===== src/rtl/spi_mem_ctrl_p.sv =====
// spi_mem_ctrl_p: SPI memory transfer engine (mode 0), one transfer per request.
// Sends a command byte (0x03 read / 0x02 write), an ADDR_BITS address field
// MSB-first, then 1, 2 or 4 data bytes. Write data goes out low byte first,
// MSB-first within each byte. Read bytes are assembled low byte first.
//
// Ports:
//   clk, rst_n      system clock, asynchronous active-low reset
//   start           level request, held by the requester until done
//   is_write        1 = write, 0 = read
//   num_bytes       transfer length (1, 2 or 4; anything else is rejected)
//   target_address  byte address; low ADDR_BITS sent, next bits pick the chip
//   write_value     write data
//   miso            serial data in
//   sclk, mosi      SPI clock (idles low) and serial data out
//   cs_n            active-low chip selects
//   busy            acceptance through done cycle inclusive
//   done, err       one-cycle completion pulse, rejection flag valid with done
//   read_data       assembled read data
//
// state  | meaning
// IDLE   | waiting for start with armed set
// CMD    | shifting the 8-bit command
// ADDR   | shifting the address field
// DATA   | shifting write data / sampling read data
// FINISH | done pulse, chip selects released
module spi_mem_ctrl_p #(
    parameter int NUM_CS    = 2,
    parameter int ADDR_BITS = 24,
    parameter int CLK_DIV   = 1
) (
    input  logic                clk,
    input  logic                rst_n,
    input  logic                start,
    input  logic                is_write,
    input  logic [2:0]          num_bytes,
    input  logic [31:0]         target_address,
    input  logic [31:0]         write_value,
    input  logic                miso,
    output logic                sclk,
    output logic                mosi,
    output logic [NUM_CS-1:0]   cs_n,
    output logic                busy,
    output logic                done,
    output logic                err,
    output logic [31:0]         read_data
);

    localparam int CS_W  = (NUM_CS > 1) ? $clog2(NUM_CS) : 1;
    localparam int DIV_W = $clog2(CLK_DIV) + 1;
    localparam int ASHIFT = 32 - ADDR_BITS;
    localparam logic [DIV_W-1:0] DIV_LOAD  = DIV_W'(CLK_DIV - 1);
    localparam logic [4:0]       ADDR_LAST = 5'(ADDR_BITS - 1);
    localparam logic [7:0]       CMD_READ  = 8'h03;
    localparam logic [7:0]       CMD_WRITE = 8'h02;

    typedef enum logic [2:0] {S_IDLE, S_CMD, S_ADDR, S_DATA, S_FINISH} state_t;

    state_t             state;
    logic               armed;
    logic               is_wr_q;
    logic [71:0]        sh;
    logic [4:0]         ph_cnt;
    logic [4:0]         data_last;
    logic [DIV_W-1:0]   div_cnt;

    logic [CS_W-1:0]    chip_idx;
    logic [NUM_CS-1:0]  cs_sel;
    logic [31:0]        wr_stream;
    logic [31:0]        addr_al;
    logic [71:0]        stream;
    logic               len_ok;
    logic [4:0]         data_last_d;
    logic [4:0]         rx_bit;
    logic [4:0]         rx_pos;
    logic               unused_addr_bits;

    assign unused_addr_bits = ^target_address;

    generate
        if (NUM_CS > 1 && ADDR_BITS < 32) begin : g_chip
            assign chip_idx = target_address[ADDR_BITS +: CS_W];
        end else begin : g_single
            assign chip_idx = '0;
        end
    endgenerate

    // Whole transfer as one MSB-first stream: command, address left-aligned,
    // then data packed directly behind the ADDR_BITS address bits.
    always_comb begin
        wr_stream   = '0;
        len_ok      = 1'b1;
        data_last_d = 5'd7;
        if (is_write)
            wr_stream = {write_value[7:0], write_value[15:8],
                         write_value[23:16], write_value[31:24]};
        addr_al = target_address << ASHIFT;
        stream  = {(is_write ? CMD_WRITE : CMD_READ), addr_al, 32'b0}
                | ({40'b0, wr_stream} << ASHIFT);
        case (num_bytes)
            3'd1:    data_last_d = 5'd7;
            3'd2:    data_last_d = 5'd15;
            3'd4:    data_last_d = 5'd31;
            default: len_ok = 1'b0;
        endcase
        cs_sel = '1;
        cs_sel[chip_idx] = 1'b0;
        // Received data bit index -> byte lane in read_data, MSB-first per byte.
        rx_bit = data_last - ph_cnt;
        rx_pos = {rx_bit[4:3], ~rx_bit[2:0]};
    end

    always_ff @(posedge clk or negedge rst_n) begin
        if (!rst_n) begin
            state     <= S_IDLE;
            armed     <= 1'b1;
            is_wr_q   <= 1'b0;
            sh        <= '0;
            ph_cnt    <= '0;
            data_last <= '0;
            div_cnt   <= '0;
            cs_n      <= '1;
            sclk      <= 1'b0;
            mosi      <= 1'b0;
            busy      <= 1'b0;
            done      <= 1'b0;
            err       <= 1'b0;
            read_data <= '0;
        end else begin
            case (state)
                S_IDLE: begin
                    done <= 1'b0;
                    err  <= 1'b0;
                    if (start && armed) begin
                        armed     <= 1'b0;
                        busy      <= 1'b1;
                        is_wr_q   <= is_write;
                        data_last <= data_last_d;
                        if (!is_write)
                            read_data <= '0;
                        if (!len_ok) begin
                            state <= S_FINISH;
                            done  <= 1'b1;
                            err   <= 1'b1;
                        end else begin
                            state   <= S_CMD;
                            cs_n    <= cs_sel;
                            sclk    <= 1'b0;
                            sh      <= stream;
                            mosi    <= stream[71];
                            ph_cnt  <= 5'd7;
                            div_cnt <= DIV_LOAD;
                        end
                    end else if (!start) begin
                        armed <= 1'b1;
                    end
                end
                S_CMD, S_ADDR, S_DATA: begin
                    if (div_cnt != '0) begin
                        div_cnt <= div_cnt - DIV_W'(1);
                    end else if (!sclk) begin
                        sclk    <= 1'b1;
                        div_cnt <= DIV_LOAD;
                    end else begin
                        // Last edge of the high half: sample, drop sclk, advance bit.
                        sclk    <= 1'b0;
                        div_cnt <= DIV_LOAD;
                        sh      <= {sh[70:0], 1'b0};
                        mosi    <= sh[70];
                        if (state == S_DATA && !is_wr_q)
                            read_data[rx_pos] <= miso;
                        if (ph_cnt != 5'd0) begin
                            ph_cnt <= ph_cnt - 5'd1;
                        end else if (state == S_CMD) begin
                            state  <= S_ADDR;
                            ph_cnt <= ADDR_LAST;
                        end else if (state == S_ADDR) begin
                            state  <= S_DATA;
                            ph_cnt <= data_last;
                        end else begin
                            state <= S_FINISH;
                            cs_n  <= '1;
                            mosi  <= 1'b0;
                            done  <= 1'b1;
                            err   <= 1'b0;
                        end
                    end
                end
                S_FINISH: begin
                    state <= S_IDLE;
                    done  <= 1'b0;
                    err   <= 1'b0;
                    busy  <= 1'b0;
                end
                default: begin
                    state <= S_IDLE;
                    cs_n  <= '1;
                    sclk  <= 1'b0;
                    mosi  <= 1'b0;
                    busy  <= 1'b0;
                    done  <= 1'b0;
                    err   <= 1'b0;
                end
            endcase
        end
    end

endmodule


===== config.mk =====
export PLATFORM = sky130hd
export DESIGN_NAME = spi_mem_ctrl_p
export DESIGN_NICKNAME = d
export VERILOG_FILES = /design/src/rtl/spi_mem_ctrl_p.sv
export SDC_FILE = /design/constraint.sdc
export NUM_CORES = 1
export LEC_CHECK = 0
export CAP_MARGIN = 15
export CELL_PAD_IN_SITES_DETAIL_PLACEMENT = 2
export CELL_PAD_IN_SITES_GLOBAL_PLACEMENT = 2
export CORE_UTILIZATION = 33
export DETAILED_ROUTE_END_ITERATION = 12
export PLACE_DENSITY_LB_ADDON = 0.2
export RECOVER_POWER = 50
export SYNTH_ARGS = -nofsm -noshare
export SYNTH_HDL_FRONTEND = slang
export SYNTH_SLANG_ARGS = --single-unit

===== constraint.sdc =====
create_clock -name clk -period 4.23 [get_ports clk]
set_input_delay 0.846 -clock clk [delete_from_list [all_inputs] [get_ports clk]]
set_output_delay 0.846 -clock clk [all_outputs]
set_load 0.02 [all_outputs]

==> flow_summary.ini <==
[status]
status = finished, violations left
failed_checks = max-capacitance violations, max-slew violations

[placed_design]
gp_congestion = 0.824
placed_cells = 942
dp_slack_ns = 1.01
placed_area_um2 = 6900
dp_hpwl_um = 11900
io_buffers = 103

[floorplan]
die_x_um = 133
die_area_um2 = 17800
coreArea_um2 = 16700
floorplan.initialDensity = 0.341
rows = 47
die_y_um = 133
ios = 111

[synthesis]
syn_inst = 658
synth_xor_area_frac = 0.0108
synth_compound_area_frac = 0.206
yosysSeqAreaShare = 0.505
synthArstFlopShare = 1.00
ys.flop_type = dfrtp_1
synth_top_family_by_area = compound AO/OA/AOI/OAI gates
yosysWarnings = 0
yosys.area_share.simple = 0.194
synth_cell_types = 55
synth_fp_nets = 737
synth_edf_count = 0
ys_ff_latch = 115
synth_fa_ha_area_frac = 0.0167
avgSynthCellArea_um2 = 8.66
synthMuxAreaShare = 0.00198
syn_area_um2 = 5700

[clocking]
hold_buffers = 0
clk_pin_slew_ns = 0.05
clock_path_buffers = 2
ctsResizeCount = 0
numClockSinks = 115
cts_inserted_buffers = 17
clock-root-buffer = clkbuf_16
cts_tree = built
post-cts-setup-buffers = 0
htreeDepth = 4
clk-insertion-delay-late_ns = 0.42

[timing]
fin_setup_tns_ns = 0
rsz0062_at_grt = false
max_slew_margin = -0.976
tightest_slew_ns = 2.96
finalSetupViolCount = 0
timing.fmax_ghz = 0.310
post-route-period-util = 0.762
postLayoutSetupSlackWorst_ns = 1.01
slew_violations = 116
finClkSkew_ns = 0.00801
hold_viol_final = 0
fin_crit_ns = 3.22

[setup_path]
cp_top_family = buffers and inverters
startpoint_type = input port
critPathKind = input port to asynchronous set/reset pin
critPathMaxFanout = 115
max_stage_delay_ns = 2.04
timing.critical_path.buf_inv = 2
crit_path_top_delay_cell = clkbuf_2
cp.arrival_ns = 3.10
critPathRequiredTime_ns = 4.10
critPathCaptureType = asynchronous set/reset pin
path_cells = clkbuf_4 -> clkbuf_2

[pwr]
peakVddDrop_mv = 0.290
clkPwrFrac = 0.251
p_sw_frac = 0.411
p_sw_uw = 2440
p_seq_frac = 0.329
p_per_area_nw_per_um2 = 788
total_leakage_power_uw = 0.00314
p_comb_frac = 0.420
p_int_uw = 3490

[finish]
final_area_um2 = 7520
fillers = 1817
drive_gt1_frac = 0.0725
nets = 825
n_antenna_cell = 0
fin_cells = 979
area_growth_syn_to_layout_pct = 32.0
post-route-util = 0.451

[detailed_routing]
routedWlPerCell_um = 19.0
drt_iter0_drc = 250
drtAntennaViolNets = 0
first_pass_iters = 4
vias_per_cell = 5.47
totalWireLength_um = 18600
num_vias = 5352
drc = 0

[global_routing]
grt_pass1_wl_um = 30500
grt_max_degree = 129
grtUsageTotal = 0.220
gr-total-overflow = 0
antenna_found_initial = 0
grt_pass1_vias = 5903

[min_path]
min_path_type = register to register

[run]
drv_cap = 1
## registers in the layout, summed over array words and instances (netlist names)
register / cells
sh: 63
read_data: 32
ph_cnt: 5
data_last: 3
state: 3
cs_n: 2
armed: 1
busy: 1
done: 1
err: 1
is_wr_q: 1
mosi: 1
sclk: 1
## synthesized netlist by cell type (all sizes together), types with 3 or more instances
cell	number	area, um2
xnor2	4	35.0
o311ai	4	35.0
xor2	3	26.3
a21o	4	30.0
nand2b	3	18.8
inv	47	176
clkbuf	24	90.1
nor3	8	40.0
nand3	42	210
a31oi	57	357
dfstp	3	78.8
o22ai	33	206
nand2	98	368
dfrtp	112	2800
o21ai	21	105
nor4	3	18.8
ha	6	75.1
a21oi	46	230
o32ai	4	35.0
nor2	74	278
and3	3	18.8
buf	21	104
o31ai	3	22.5
## layer usage
layer	track usage	routed length, um
met1	0.263	7870
met2	0.384	9710
met3	0.0529	698
met4	0.0777	296
met5	0	0
## logic make-up (layout without fill, tap and decap cells)
logic type      Yosys count  count (layout)
mux                       1               1
flops                   115             115
xor+xnor                  7               7
simple gates            248             248
buf+inv                  92             193
fa+ha+maj                 7               7
compound gates          188             188
## final timing paths
path	start	endpoint	slack (ns)	cells after the start
min in group asynchronous	rst_n	busy$_DFFE_PN0P_	1.48	2
hold / removal	err$_DFFE_PN0P_	err$_DFFE_PN0P_	0.50	1
max in group clk	data_last[2]$_DFFE_PN0P_	read_data[18]$_DFFE_PN0P_	1.03	10
setup reg to reg	data_last[2]$_DFFE_PN0P_	read_data[18]$_DFFE_PN0P_	1.03	10
setup / recovery	rst_n	read_data[1]$_DFFE_PN0P_	1.01	2
hold reg to reg	err$_DFFE_PN0P_	err$_DFFE_PN0P_	0.50	1
## power by group through the flow
stage                     registers, uW  logic (uW)  clock network (uW)
final                              1950        2490                1490
after global routing               2010        2760                1570
after CTS                          1960        2540                1520
after detailed placement           1960        2500                   0
after global placement             1930        2350                   0
after floorplan                    2040        1460                   0
## through the flow
| step | total power [uW] | hold WS, ns |
|---|---|---|
| 2_1_floorplan | 3490 | 0.469 |
| 3_3_place_gp | 4280 | 0.483 |
| 3_5_place_dp | 4460 | 0.487 |
| 4_1_cts | 6030 | 0.503 |
| 5_1_grt | 6340 | 0.498 |
| 6_report | 5930 | 0.497 |
## placed cells by master (no fill, tap or decap), drive strengths merged, types with 6 or more instances in the layout
| cell | instances |
|---|---|
| nand2 | 98 |
| dfrtp | 112 |
| nand3 | 42 |
| a21oi | 46 |
| clkinv | 6 |
| clkbuf | 24 |
| nor2 | 74 |
| nor3 | 8 |
| clkdlybuf4s50 | 89 |
| o22ai | 33 |
| a31oi | 57 |
| o21ai | 21 |
| ha | 6 |
| buf | 8 |
| dlygate4sd3 | 13 |
| inv | 48 |
## cell type report
class / count / area [um2] / area share
Timing Repair Buffer: 114 / 1110 / 0.147
Clock buffer: 20 / 457 / 0.0607
Multi-Input combinational cell: 451 / 2470 / 0.328
Clock inverter: 12 / 155 / 0.0206
Inverter: 47 / 176 / 0.0234
Sequential cell: 115 / 2880 / 0.383
Tap cell: 220 / 275 / 0.0366
## worst reg2reg max path, cell delays in order (launching register included)
cell	delay (ns)
dfrtp_1	0.45
inv_1	0.15
ha_1	0.20
inv_1	0.06
fa_1	0.49
or3b_2	0.52
nor4_1	0.32
o311ai_1	0.32
clkbuf_2	0.25
a21oi_1	0.19
o22ai_1	0.11
Power figures use the tool's default switching activity.
